<file path="config.mk">
export PLATFORM = sky130hd
export DESIGN_NAME = cs_residual_subtractor_pipe
export DESIGN_NICKNAME = d
export VERILOG_FILES = /design/src/rtl/cs_residual_subtractor_pipe_pkg.sv /design/src/rtl/cs_abs_sum_tree.sv /design/src/rtl/cs_residual_subtractor_pipe.sv
export SDC_FILE = /design/constraint.sdc
export NUM_CORES = 1
export LEC_CHECK = 0
export CAP_MARGIN = 15
export CORE_UTILIZATION = 57
export CTS_CLUSTER_DIAMETER = 60
export DETAILED_ROUTE_END_ITERATION = 8
export GPL_TIMING_DRIVEN = 0
export PLACE_DENSITY = 0.92
export SKIP_CTS_REPAIR_TIMING = 1
export SLEW_MARGIN = 20
export SYNTH_ARGS = -nofsm -noshare
export SYNTH_HDL_FRONTEND = slang
export SYNTH_SLANG_ARGS = --single-unit
</file>
<file path="constraint.sdc">
create_clock -name clk -period 6.94 [get_ports clk]
set_input_delay 1.388 -clock clk [delete_from_list [all_inputs] [get_ports clk]]
set_output_delay 1.388 -clock clk [all_outputs]
set_load 0.03 [all_outputs]
</file>
<file path="src/rtl/cs_residual_subtractor_pipe_pkg.sv">
// ============================================================================
// Module : cs_residual_subtractor_pipe_pkg
// Brief  : Shared defaults, mode encodings and width helper for the subtractor.
// Rev    : 1.0  initial release
// ============================================================================
`default_nettype none

package cs_residual_subtractor_pipe_pkg;

    // Defaults tied to the register-bank depth of the intra-prediction path.
    localparam int CS_DATA_WIDTH = 8;
    localparam int CS_LANES      = 16;
    localparam int CS_CNT_WIDTH  = 16;

    typedef enum logic [1:0] {
        CS_MODE_SPLIT   = 2'd0,
        CS_MODE_UNIFORM = 2'd1,
        CS_MODE_BYPASS  = 2'd2,
        CS_MODE_RSVD    = 2'd3
    } cs_mode_e;

    function automatic int cs_sad_width(input int data_width, input int lanes);
        return data_width + $clog2(lanes);
    endfunction

endpackage

`default_nettype wire

</file>
<file path="src/rtl/cs_abs_sum_tree.sv">
// ============================================================================
// Module : cs_abs_sum_tree
// Brief  : Combinational sum of |x| over LANES signed residuals (binary tree).
// Rev    : 1.0  initial release
// ============================================================================
`default_nettype none

module cs_abs_sum_tree #(
    parameter int LANES     = 16,
    parameter int RES_WIDTH = 9,
    parameter int SUM_WIDTH = RES_WIDTH - 1 + $clog2(LANES)
) (
    input  logic [LANES*RES_WIDTH-1:0] vec_i,
    output logic [SUM_WIDTH-1:0]       sum_o
);

    localparam int LEVELS = $clog2(LANES);

    for (genvar l = 0; l <= LEVELS; l++) begin : g_lvl
        localparam int N = LANES >> l;
        logic [SUM_WIDTH-1:0] w_sum [N];

        if (l == 0) begin : g_leaf
            for (genvar i = 0; i < N; i++) begin : g_lane
                logic [RES_WIDTH-1:0] w_x;
                logic [RES_WIDTH-1:0] w_mag;
                assign w_x      = vec_i[RES_WIDTH*i +: RES_WIDTH];
                // Magnitude never exceeds 2^(RES_WIDTH-1)-1, so no overflow here.
                assign w_mag    = w_x[RES_WIDTH-1] ? (~w_x + RES_WIDTH'(1)) : w_x;
                assign w_sum[i] = SUM_WIDTH'(w_mag);
            end
        end else begin : g_add
            for (genvar j = 0; j < N; j++) begin : g_pair
                assign w_sum[j] = g_lvl[l-1].w_sum[2*j] + g_lvl[l-1].w_sum[2*j+1];
            end
        end
    end

    assign sum_o = g_lvl[LEVELS].w_sum[0];

endmodule

`default_nettype wire

</file>
<file path="src/rtl/cs_residual_subtractor_pipe.sv">
// ============================================================================
// Module : cs_residual_subtractor_pipe
// Brief  : 2-stage valid/ready residual subtractor with per-packet SAD and
//          block packet counter. Optional clipping via CS_SUB_SATURATE_EN.
// Rev    : 1.0  initial release
// ============================================================================
`default_nettype none

module cs_residual_subtractor_pipe
    import cs_residual_subtractor_pipe_pkg::*;
#(
    parameter int DATA_WIDTH = CS_DATA_WIDTH,
    parameter int LANES      = CS_LANES,
    parameter int RES_WIDTH  = DATA_WIDTH + 1,
    parameter int SAD_WIDTH  = DATA_WIDTH + $clog2(LANES),
    parameter int CNT_WIDTH  = CS_CNT_WIDTH
) (
    input  logic                        clk,
    input  logic                        rst_n,
    input  logic                        in_valid,
    output logic                        in_ready,
    input  logic [LANES*DATA_WIDTH-1:0] in_a,
    input  logic [DATA_WIDTH-1:0]       in_b0,
    input  logic [DATA_WIDTH-1:0]       in_b,
    input  logic [1:0]                  in_mode,
    input  logic                        in_last,
    output logic                        out_valid,
    input  logic                        out_ready,
    output logic [LANES*RES_WIDTH-1:0]  out_c,
    output logic [SAD_WIDTH-1:0]        out_sad,
    output logic                        out_last,
`ifdef CS_SUB_SATURATE_EN
    output logic                        out_sat,
`endif
    output logic [CNT_WIDTH-1:0]        out_pkt_cnt
);

    logic                       s1_valid_q;
    logic [LANES*RES_WIDTH-1:0] s1_res_q;
    logic [LANES*RES_WIDTH-1:0] s1_res_d;
    logic                       s1_last_q;
    logic                       out_valid_q;
    logic [LANES*RES_WIDTH-1:0] out_c_q;
    logic [SAD_WIDTH-1:0]       out_sad_q;
    logic                       out_last_q;
    logic [CNT_WIDTH-1:0]       out_pkt_cnt_q;
    logic [CNT_WIDTH-1:0]       cnt_next_q;
    logic [SAD_WIDTH-1:0]       w_sad;
    logic                       w_s2_adv;
`ifdef CS_SUB_SATURATE_EN
    localparam logic signed [RES_WIDTH-1:0] SAT_HI = RES_WIDTH'((1 << (DATA_WIDTH-1)) - 1);
    localparam logic signed [RES_WIDTH-1:0] SAT_LO = ~SAT_HI;
    logic [LANES-1:0]           w_clip;
    logic                       s1_sat_q;
    logic                       out_sat_q;
`endif

    assign w_s2_adv = !out_valid_q || out_ready;
    assign in_ready = !s1_valid_q || w_s2_adv;

    for (genvar i = 0; i < LANES; i++) begin : g_lane
        logic [DATA_WIDTH-1:0]       w_a;
        logic [DATA_WIDTH-1:0]       w_pred;
        logic signed [RES_WIDTH-1:0] w_diff;

        assign w_a = in_a[DATA_WIDTH*i +: DATA_WIDTH];

        always_comb begin
            w_pred = '0;
            case (in_mode)
                CS_MODE_SPLIT:   w_pred = (i == 0) ? in_b0 : in_b;
                CS_MODE_UNIFORM: w_pred = in_b;
                default:         w_pred = '0;
            endcase
        end

        // One extra bit makes the unsigned difference exact in two's complement.
        assign w_diff = {1'b0, w_a} - {1'b0, w_pred};

`ifdef CS_SUB_SATURATE_EN
        assign w_clip[i] = (w_diff > SAT_HI) || (w_diff < SAT_LO);
        assign s1_res_d[RES_WIDTH*i +: RES_WIDTH] =
            (w_diff > SAT_HI) ? SAT_HI : ((w_diff < SAT_LO) ? SAT_LO : w_diff);
`else
        assign s1_res_d[RES_WIDTH*i +: RES_WIDTH] = w_diff;
`endif
    end

    cs_abs_sum_tree #(
        .LANES     (LANES),
        .RES_WIDTH (RES_WIDTH),
        .SUM_WIDTH (SAD_WIDTH)
    ) u_abs_sum_tree (
        .vec_i (s1_res_q),
        .sum_o (w_sad)
    );

    always_ff @(posedge clk) begin
        if (!rst_n) begin
            s1_valid_q    <= 1'b0;
            s1_res_q      <= '0;
            s1_last_q     <= 1'b0;
            out_valid_q   <= 1'b0;
            out_c_q       <= '0;
            out_sad_q     <= '0;
            out_last_q    <= 1'b0;
            out_pkt_cnt_q <= '0;
            cnt_next_q    <= '0;
`ifdef CS_SUB_SATURATE_EN
            s1_sat_q      <= 1'b0;
            out_sat_q     <= 1'b0;
`endif
        end else begin
            if (in_ready) begin
                s1_valid_q <= in_valid;
                if (in_valid) begin
                    s1_res_q  <= s1_res_d;
                    s1_last_q <= in_last;
`ifdef CS_SUB_SATURATE_EN
                    s1_sat_q  <= |w_clip;
`endif
                end
            end
            if (w_s2_adv) begin
                out_valid_q <= s1_valid_q;
                if (s1_valid_q) begin
                    out_c_q       <= s1_res_q;
                    out_sad_q     <= w_sad;
                    out_last_q    <= s1_last_q;
                    out_pkt_cnt_q <= cnt_next_q;
                    // The packet after a block's last one restarts at zero.
                    cnt_next_q    <= s1_last_q ? '0 : cnt_next_q + CNT_WIDTH'(1);
`ifdef CS_SUB_SATURATE_EN
                    out_sat_q     <= s1_sat_q;
`endif
                end
            end
        end
    end

    assign out_valid   = out_valid_q;
    assign out_c       = out_c_q;
    assign out_sad     = out_sad_q;
    assign out_last    = out_last_q;
    assign out_pkt_cnt = out_pkt_cnt_q;
`ifdef CS_SUB_SATURATE_EN
    assign out_sat     = out_sat_q;
`endif

endmodule

`default_nettype wire
</file>
==> summary.md, run 1 <==
| Metric | Value |
|---|---|
| Area share of xor/xnor cells in the synthesized design | under 10% |
| Synth Warn # | 0 |
| Post-Synthesis Cells | 2963 |
| Register Area | between 0.006 and 0.007 mm² |
| Post-Synth Adder-Cell Area | 18.8% |
| Critical Path End Type | flip-flop |
| Number of distinct library cells after synthesis | 64 |
| Max-cap check violation count | 0 |
| Predominant post-synthesis flop cell | sky130_fd_sc_hd__dfxtp_1 |
| Multiplexer area fraction after synthesis | less than 1% |
| Setup slack of the most critical reg-to-reg path | 0.66 ns |
| Wire length of the first global-routing pass | 130 mm |
| Clock latency on the worst-skew pair | 0.60 ns |
| Critical Path Source Type | flip-flop |
| Die height | 207 µm |
| Worst EP arrival | 6.79 ns |
| Netlist area before placement | about 0.024 mm² |
| Peak fanout along the critical path | 5 |
| Total power density per cell area | about 400 mW/mm² |
| Initial antenna violation count | 1 |
| Cell type with the highest aggregate area in the netlist | sky130_fd_sc_hd__dfxtp_1 |
| Total Die Area | roughly 0.043 mm² |
| Most common library cell in the layout ignoring fill and taps | sky130_fd_sc_hd__nand2_1 |
| Pin count of the biggest net entering global routing | 17 |
| Final RePlAce weighted congestion | between 1 and 1.5 |
| Ys async rst share | 0% |
| Maximum clock path buffer count | 3 |
| Hold endpoint | out_c[18]$_SDFFE_PN0P_ |
| Cell Rows | 74 |
| Type of the worst setup path | flip-flop to flip-flop |
| Synthesis-to-finish area growth | 22.7% |
| Class of the tightest hold or removal check | flip-flop to flip-flop |
| Compound-cell area share of the yosys netlist | 20.1% |
| CTS Root Cell | sky130_fd_sc_hd__clkbuf_16 |
| Total negative slack for setup checks | 0 ns |
| Number of filler instances in the final layout | 3013 |
| Worst path required time | 7.45 ns |
| Final Skew | approximately 0.028 ns |
| RSZ-0062 raised after global routing | no |
| Total global-route track usage | 38.7% |
| Final Net Count | 3794 |
| Final worst path period share | 90.5% |
| Max-Slew Margin vs Limit | roughly a fifth |
| Highest clock frequency the design can meet | 159 MHz |
| Number of enable-type register cells in the synthesized netlist | 0 |
| Startpoint of the lowest-slack register-to-register path | s1_res_q[99]$_SDFFE_PN0P_ |
| Core area | 0.0412 mm² |
| Total nets after synthesis | between 3000 and 4000 |
| Final-report hold violation count | 0 |
| Via count | between 20000 and 25000 |
| Synth area leaders | sky130_fd_sc_hd__dfxtp_1, sky130_fd_sc_hd__ha_1, sky130_fd_sc_hd__nand2_1 |
| Combined area of the multi-input logic cells | 0.0160 mm² |
| X dimension of the die | just over 200 µm |
| Count of final setup violators | 0 |
| Drt pass-1 iters | 8 |
| Flip-flop and latch count after synthesis | ~340 |
| Actual transition at the worst max-transition pin | 1.21 ns |
| Area fraction of the dominant cell type after synthesis | 28.0% |
| Number of placed instances with taps included | 3821 |
| Ports placed on the boundary | 326 |
| Worst vdd rail ir drop | around 910 µV |
| Fraction of final layout cells sized beyond drive strength 1 | between 6 and 7% |
| Total CTS buffers | 40 |
| Final routed DRC violation total | 0 |
| Residual antenna-violating net count after detailed routing | 0 |
| Clk sinks | 336 |
| Vias in the first global route | 23400 |
| Quantity of I/O buffers inserted on ports | roughly 320 |
| Starting density of the core | between 50% and 60% |
| Total overflow reported by the global router | 0 |
| Detailed-route wire length per cell | around 22 µm |
| DRT Wirelength | 85.8 mm |
| Endpoint of the worst-slack reg-to-reg timing path | out_sad[11]$_SDFFE_PN0P_ |
| Clock slew at the register clock pins of the worst setup and hold paths | 0.06 ns |
| Hold Path Cell Cnt | 2 |
| Time the final worst path needs with I/O delays and setup | ~6.3 ns |
| Leakage Power | 0.0117 µW |
| Synth Area per Inst | 8.11 µm² |
| Number of DRC markers in iteration 0 | about 3100 |
| CTS tree | built |
| Post-synthesis sequential area ratio | 28.0% |
| Reg2Reg Depth | 22 |
| Post-Synth Simple-Gate Area | 20.2% |
| Result of the run | complete, no violations |
| Beginning of the worst hold path | out_c[18]$_SDFFE_PN0P_ |
| Final HPWL DP | 61.1 mm |
| Number of max-slew violations in the final report | 0 |
| Dominant combinational cell family by area after synthesis | simple AND/OR/NAND/NOR gates |
| Htree depth | 2 |
| Number of cells in the finished layout apart from fillers | 3894 |
| Top library cells by usage in the layout, fill and taps aside | sky130_fd_sc_hd__nand2_1, sky130_fd_sc_hd__dfxtp_1, sky130_fd_sc_hd__clkdlybuf4s50_1 |
| Detail-routed via count per cell | 6.35 |
[worst max path at each step]
stage | start | endpoint | slack, ns | cells after the start
2_1_floorplan | s1_res_q[117]$_SDFFE_PN0P_ | out_sad[11]$_SDFFE_PN0P_ | 1.46 | 22
6_report | s1_res_q[99]$_SDFFE_PN0P_ | out_sad[11]$_SDFFE_PN0P_ | 0.66 | 22
5_1_grt | s1_res_q[108]$_SDFFE_PN0P_ | out_sad[11]$_SDFFE_PN0P_ | 0.34 | 22
3_3_place_gp | in_mode[1] | s1_res_q[26]$_SDFFE_PN0P_ | 0.62 | 9
3_5_place_dp | s1_res_q[99]$_SDFFE_PN0P_ | out_sad[11]$_SDFFE_PN0P_ | 0.83 | 22
4_1_cts | s1_res_q[99]$_SDFFE_PN0P_ | out_sad[11]$_SDFFE_PN0P_ | 0.78 | 22
[per-layer routing]
layer / share of wire (%) / GRT usage, %
met1: 37 / 47.8
met2: 43 / 60.4
met3: 12 / 8.46
met4: 7.3 / 26.2
met5: 0 / 0
[cell usage after synthesis (all sizes together), types with 33 or more instances]
cell type	n
fa	83
xor2	41
o41ai	33
o21ai	162
xnor2	150
nor2	198
buf	83
a21oi	303
nand2b	53
nor2b	48
nand2	487
nand3	73
nor4	48
ha	229
a211oi	85
clkbuf	50
inv	182
dfxtp	336
[final cells by class]
cell class	instances	share of cell area, %
multi-input cells	2312	54.2
well taps	532	2.26
flip-flops and latches	336	22.8
diodes	1	0.00849
plain buffers	133	2.24
clock buffers	55	3.86
clock inverters	17	1.08
inverters	182	2.32
repair buffers	326	11.2
[critical path, stage by stage, from the launching register on]
cell and delay, ns:
sky130_fd_sc_hd__dfxtp_1 0.50, sky130_fd_sc_hd__inv_1 0.10, sky130_fd_sc_hd__ha_1 0.30, sky130_fd_sc_hd__nand2_1 0.06, sky130_fd_sc_hd__o21ai_0 0.20, sky130_fd_sc_hd__fa_1 0.53
sky130_fd_sc_hd__a211oi_1 0.23, sky130_fd_sc_hd__o21bai_1 0.13, sky130_fd_sc_hd__a21boi_0 0.19, sky130_fd_sc_hd__o21bai_1 0.10, sky130_fd_sc_hd__xnor2_1 0.27, sky130_fd_sc_hd__fa_1 0.50
sky130_fd_sc_hd__fa_1 0.53, sky130_fd_sc_hd__fa_1 0.54, sky130_fd_sc_hd__inv_1 0.05, sky130_fd_sc_hd__fa_1 0.53, sky130_fd_sc_hd__inv_1 0.04, sky130_fd_sc_hd__ha_1 0.34
sky130_fd_sc_hd__a21oi_1 0.30, sky130_fd_sc_hd__nor2_1 0.09, sky130_fd_sc_hd__a211oi_1 0.30, sky130_fd_sc_hd__o221ai_1 0.17, sky130_fd_sc_hd__nor3_1 0.17
[cell families (layout without fill, tap and decap cells)]
logic type | count (synthesis) | count (layout)
simple gates | 1049 | 1049
fa+ha+maj | 312 | 312
flops | 336 | 336
xor+xnor | 191 | 191
other cells | 0 | 1
buf+inv | 315 | 713
compound gates | 751 | 751
mux | 9 | 9
[registers in the layout, indices dropped and copies added, names as in the netlist]
register and cells:
out_valid 1, cnt_next_q 16, out_c 144, s1_res_q 144, s1_valid_q 1, out_sad 12
s1_last_q 1, out_last 1, out_pkt_cnt 16
[power breakdown]
| group | total (µW) | switching [µW] | leakage [µW] | internal, µW |
|---|---|---|---|---|
| logic | 7200 | 4220 | 0.00826 | 2980 |
| registers | 2240 | 165 | 0.00275 | 2070 |
| clock network | 2340 | 916 | 0.000707 | 1420 |
[stage by stage]
step | util, % | area, µm² | setup slack, ns | hold slack (ns) | total power (µW)
floorplan | - | 24000 | 1.46 | 0.444 | 7470
global placement | 67.8 | 27900 | 0.622 | 0.441 | 8970
detailed placement | 68.0 | 28000 | 0.834 | 0.446 | 9130
CTS | 71.5 | 29500 | 0.776 | 0.454 | 11500
global route | 71.5 | 29500 | 0.344 | 0.470 | 12500
finish | 71.5 | 29500 | 0.662 | 0.453 | 11800
No activity file was read; power rests on OpenSTA's default activity.
==> run 2: changes to the inputs <==
REMOVE_ABC_BUFFERS = 1   (was default)
SKIP_LAST_GASP = 1   (was default)
==> summary.md, run 2 (synthesized netlist as in run 1, its figures left out) <==
| Metric | Value |
|---|---|
| Wire length of the first global-routing pass | 114 mm (-12%) |
| Max-Slew Margin vs Limit | 25.1% (+6.0 points) |
| Beginning of the worst hold path | out_c[104]$_SDFFE_PN0P_ |
| Endpoint of the worst-slack reg-to-reg timing path | out_sad[11]$_SDFFE_PN0P_ |
| X dimension of the die | 207 µm (unchanged) |
| Final routed DRC violation total | 0 (unchanged) |
| Via count | 22900 (-7.5%) |
| Synthesis-to-finish area growth | 22.4% |
| Reg2Reg Depth | 22 (unchanged) |
| Final Net Count | 3683 (-2.9%) |
| Class of the tightest hold or removal check | flip-flop to flip-flop |
| Post-route cell area | 0.0294 mm² (-0.24%) |
| Actual transition at the worst max-transition pin | 1.12 ns (-0.0929 ns) |
| Clk sinks | 336 (unchanged) |
| Total overflow reported by the global router | 0 (unchanged) |
| Total CTS buffers | 42 (+5.0%) |
| Leakage Power | 0.0116 µW (-1.0%) |
| Pin count of the biggest net entering global routing | 119 (+102) |
| Count of final setup violators | 0 (unchanged) |
| Overall power consumption | 11600 µW (-1.8%) |
| Hold endpoint | out_c[104]$_SDFFE_PN0P_ |
| DRT Wirelength | 71.5 mm (-17%) |
| Time the final worst path needs with I/O delays and setup | 6.22 ns (-0.0566 ns) |
| Worst path required time | 7.43 ns (-0.02 ns) |
| Detailed-route wire length per cell | 18.9 µm (-14%) |
| Number of DRC markers in iteration 0 | 1789 (-42%) |
| Hold Path Cell Cnt | 2 (unchanged) |
| Critical Path Source Type | flip-flop |
| Cell Rows | 74 (unchanged) |
| Total global-route track usage | 32.5% (-6.2 points) |
| Type of the worst setup path | flip-flop to flip-flop |
| Crit path from | s1_res_q[117]$_SDFFE_PN0P_ |
| Final worst path period share | 89.6% (-0.82 points) |
| Worst vdd rail ir drop | 1320 µV (+44%) |
| Residual antenna-violating net count after detailed routing | 0 (unchanged) |
| CTS Root Cell | sky130_fd_sc_hd__clkbuf_16 |
| Die height | 207 µm (unchanged) |
| Critical Path End Type | flip-flop |
| Clock slew at the register clock pins of the worst setup and hold paths | 0.06 ns (about the same) |
| Setup slack of the most critical reg-to-reg path | 0.72 ns (+0.06 ns) |
| Top library cells by usage in the layout, fill and taps aside | sky130_fd_sc_hd__nand2_1, sky130_fd_sc_hd__dfxtp_1, sky130_fd_sc_hd__clkdlybuf4s50_1 |
| Fin Hold WS | 0.452 ns (-0.00141 ns) |
| Detail-routed via count per cell | 6.05 (-4.8%) |
| Result of the run | complete, no violations |
| Max-cap check violation count | 0 (unchanged) |
| Final Skew | 0.0269 ns (-0.000906 ns) |
| Worst EP arrival | 6.71 ns (-0.08 ns) |
| Starting density of the core | 58.3% (unchanged) |
| Maximum clock path buffer count | 3 (unchanged) |
| Quantity of I/O buffers inserted on ports | 325 (+0.31%) |
| CTS tree | built |
| Final HPWL DP | 52.6 mm (-14%) |
| Final RePlAce weighted congestion | 0.920 (-9.6%) |
| Ports placed on the boundary | 326 (unchanged) |
| RSZ-0062 raised after global routing | no |
| Core area | 0.0412 mm² (unchanged) |
| Total Die Area | 0.0430 mm² (unchanged) |
| Placed Instance Area | 0.0279 mm² (-0.46%) |
| Most common library cell in the layout ignoring fill and taps | sky130_fd_sc_hd__nand2_1 |
| Fraction of final layout cells sized beyond drive strength 1 | 5.38% (-1.1 points) |
| Initial antenna violation count | 0 (-1) |
| Htree depth | 2 (unchanged) |
| Vias in the first global route | 22200 (-5.3%) |
| Total power density per cell area | 393 mW/mm² (-1.6%) |
| Final-report hold violation count | 0 (unchanged) |
| Peak fanout along the critical path | 5 (unchanged) |
| Antenna diode count | 0 (-1) |
| Drt pass-1 iters | 5 (-3) |
| Highest clock frequency the design can meet | 161 MHz (+0.91%) |
| Clock latency on the worst-skew pair | 0.57 ns (-0.03 ns) |
| Number of max-slew violations in the final report | 0 (unchanged) |
| Startpoint of the lowest-slack register-to-register path | s1_res_q[117]$_SDFFE_PN0P_ |
| Total negative slack for setup checks | 0 ns (unchanged) |
[run 2: cell count changes in the layout (fill, tap and decap cells not counted), moves of 3 or more]
cell | previous run | this run
sky130_fd_sc_hd__buf_2 | 56 | 0
sky130_fd_sc_hd__buf_1 | 8 | 0
sky130_fd_sc_hd__inv_8 | 1 | 4
sky130_fd_sc_hd__clkbuf_1 | 56 | 6
sky130_fd_sc_hd__buf_6 | 5 | 0
sky130_fd_sc_hd__buf_4 | 14 | 1
sky130_fd_sc_hd__nand2_1 | 487 | 484
sky130_fd_sc_hd__inv_6 | 0 | 5
sky130_fd_sc_hd__buf_16 | 2 | 17
sky130_fd_sc_hd__buf_12 | 0 | 4
[run 2: layout make-up]
| cell class | count | area, µm² |
|---|---|---|
| Multi-Input combinational cell | 2312 | 16000 |
| Fill cell | 3008 | 11800 |
| Sequential cell | 336 | 6730 |
| Timing Repair Buffer | 346 | 3800 |
| Clock buffer | 56 | 1180 |
| Inverter | 182 | 691 |
| Tap cell | 532 | 666 |
| Clock inverter | 22 | 334 |
[run 2: worst max path at each step]
stage	endpoint	slack (ns)	cells after the start
floorplan	out_sad[10]$_SDFFE_PN0P_	1.36	22
global placement	s1_res_q[89]$_SDFFE_PN0P_	-3.51	4
finish	out_sad[11]$_SDFFE_PN0P_	0.72	22
detailed placement	out_sad[11]$_SDFFE_PN0P_	0.82	22
CTS	out_sad[11]$_SDFFE_PN0P_	0.68	22
global route	out_sad[11]$_SDFFE_PN0P_	0.24	22
[run 2: report_power, final]
part	total, µW	internal, µW	switching, µW
clock	2380	1450	929
sequential	2230	2070	163
combinational	6950	2950	4010
[run 2: stage by stage]
stage	worst slack, ns	utilization [%]	instances
after floorplan	1.36	-	2830
after global placement	-3.51	66.2	3687
after detailed placement	0.815	67.7	3708
after CTS	0.684	71.4	3786
after global routing	0.236	71.4	3786
final	0.719	71.4	3786
[run 2: routing by layer]
metal | part of all wire [%] | track usage, %
met5 | 0 | 0
met2 | 47 | 55.0
met3 | 7.8 | 5.23
met4 | 5.1 | 16.0
met1 | 40 | 40.1
[run 2: worst max-delay path, stage by stage, from the launching register on]
cell and delay [ns]:
sky130_fd_sc_hd__dfxtp_1 0.45, sky130_fd_sc_hd__inv_1 0.08, sky130_fd_sc_hd__ha_1 0.29, sky130_fd_sc_hd__nand2_1 0.06
sky130_fd_sc_hd__o21ai_0 0.16, sky130_fd_sc_hd__fa_1 0.52, sky130_fd_sc_hd__a211oi_1 0.27, sky130_fd_sc_hd__o21bai_1 0.13
sky130_fd_sc_hd__a21boi_0 0.22, sky130_fd_sc_hd__o21bai_1 0.10, sky130_fd_sc_hd__xnor2_1 0.27, sky130_fd_sc_hd__fa_1 0.52
sky130_fd_sc_hd__fa_1 0.54, sky130_fd_sc_hd__fa_1 0.55, sky130_fd_sc_hd__inv_1 0.06, sky130_fd_sc_hd__fa_1 0.54
sky130_fd_sc_hd__inv_1 0.04, sky130_fd_sc_hd__ha_1 0.33, sky130_fd_sc_hd__a21oi_1 0.27, sky130_fd_sc_hd__nor2_1 0.09
sky130_fd_sc_hd__a211oi_1 0.30, sky130_fd_sc_hd__o221ai_1 0.18, sky130_fd_sc_hd__nor3_1 0.16
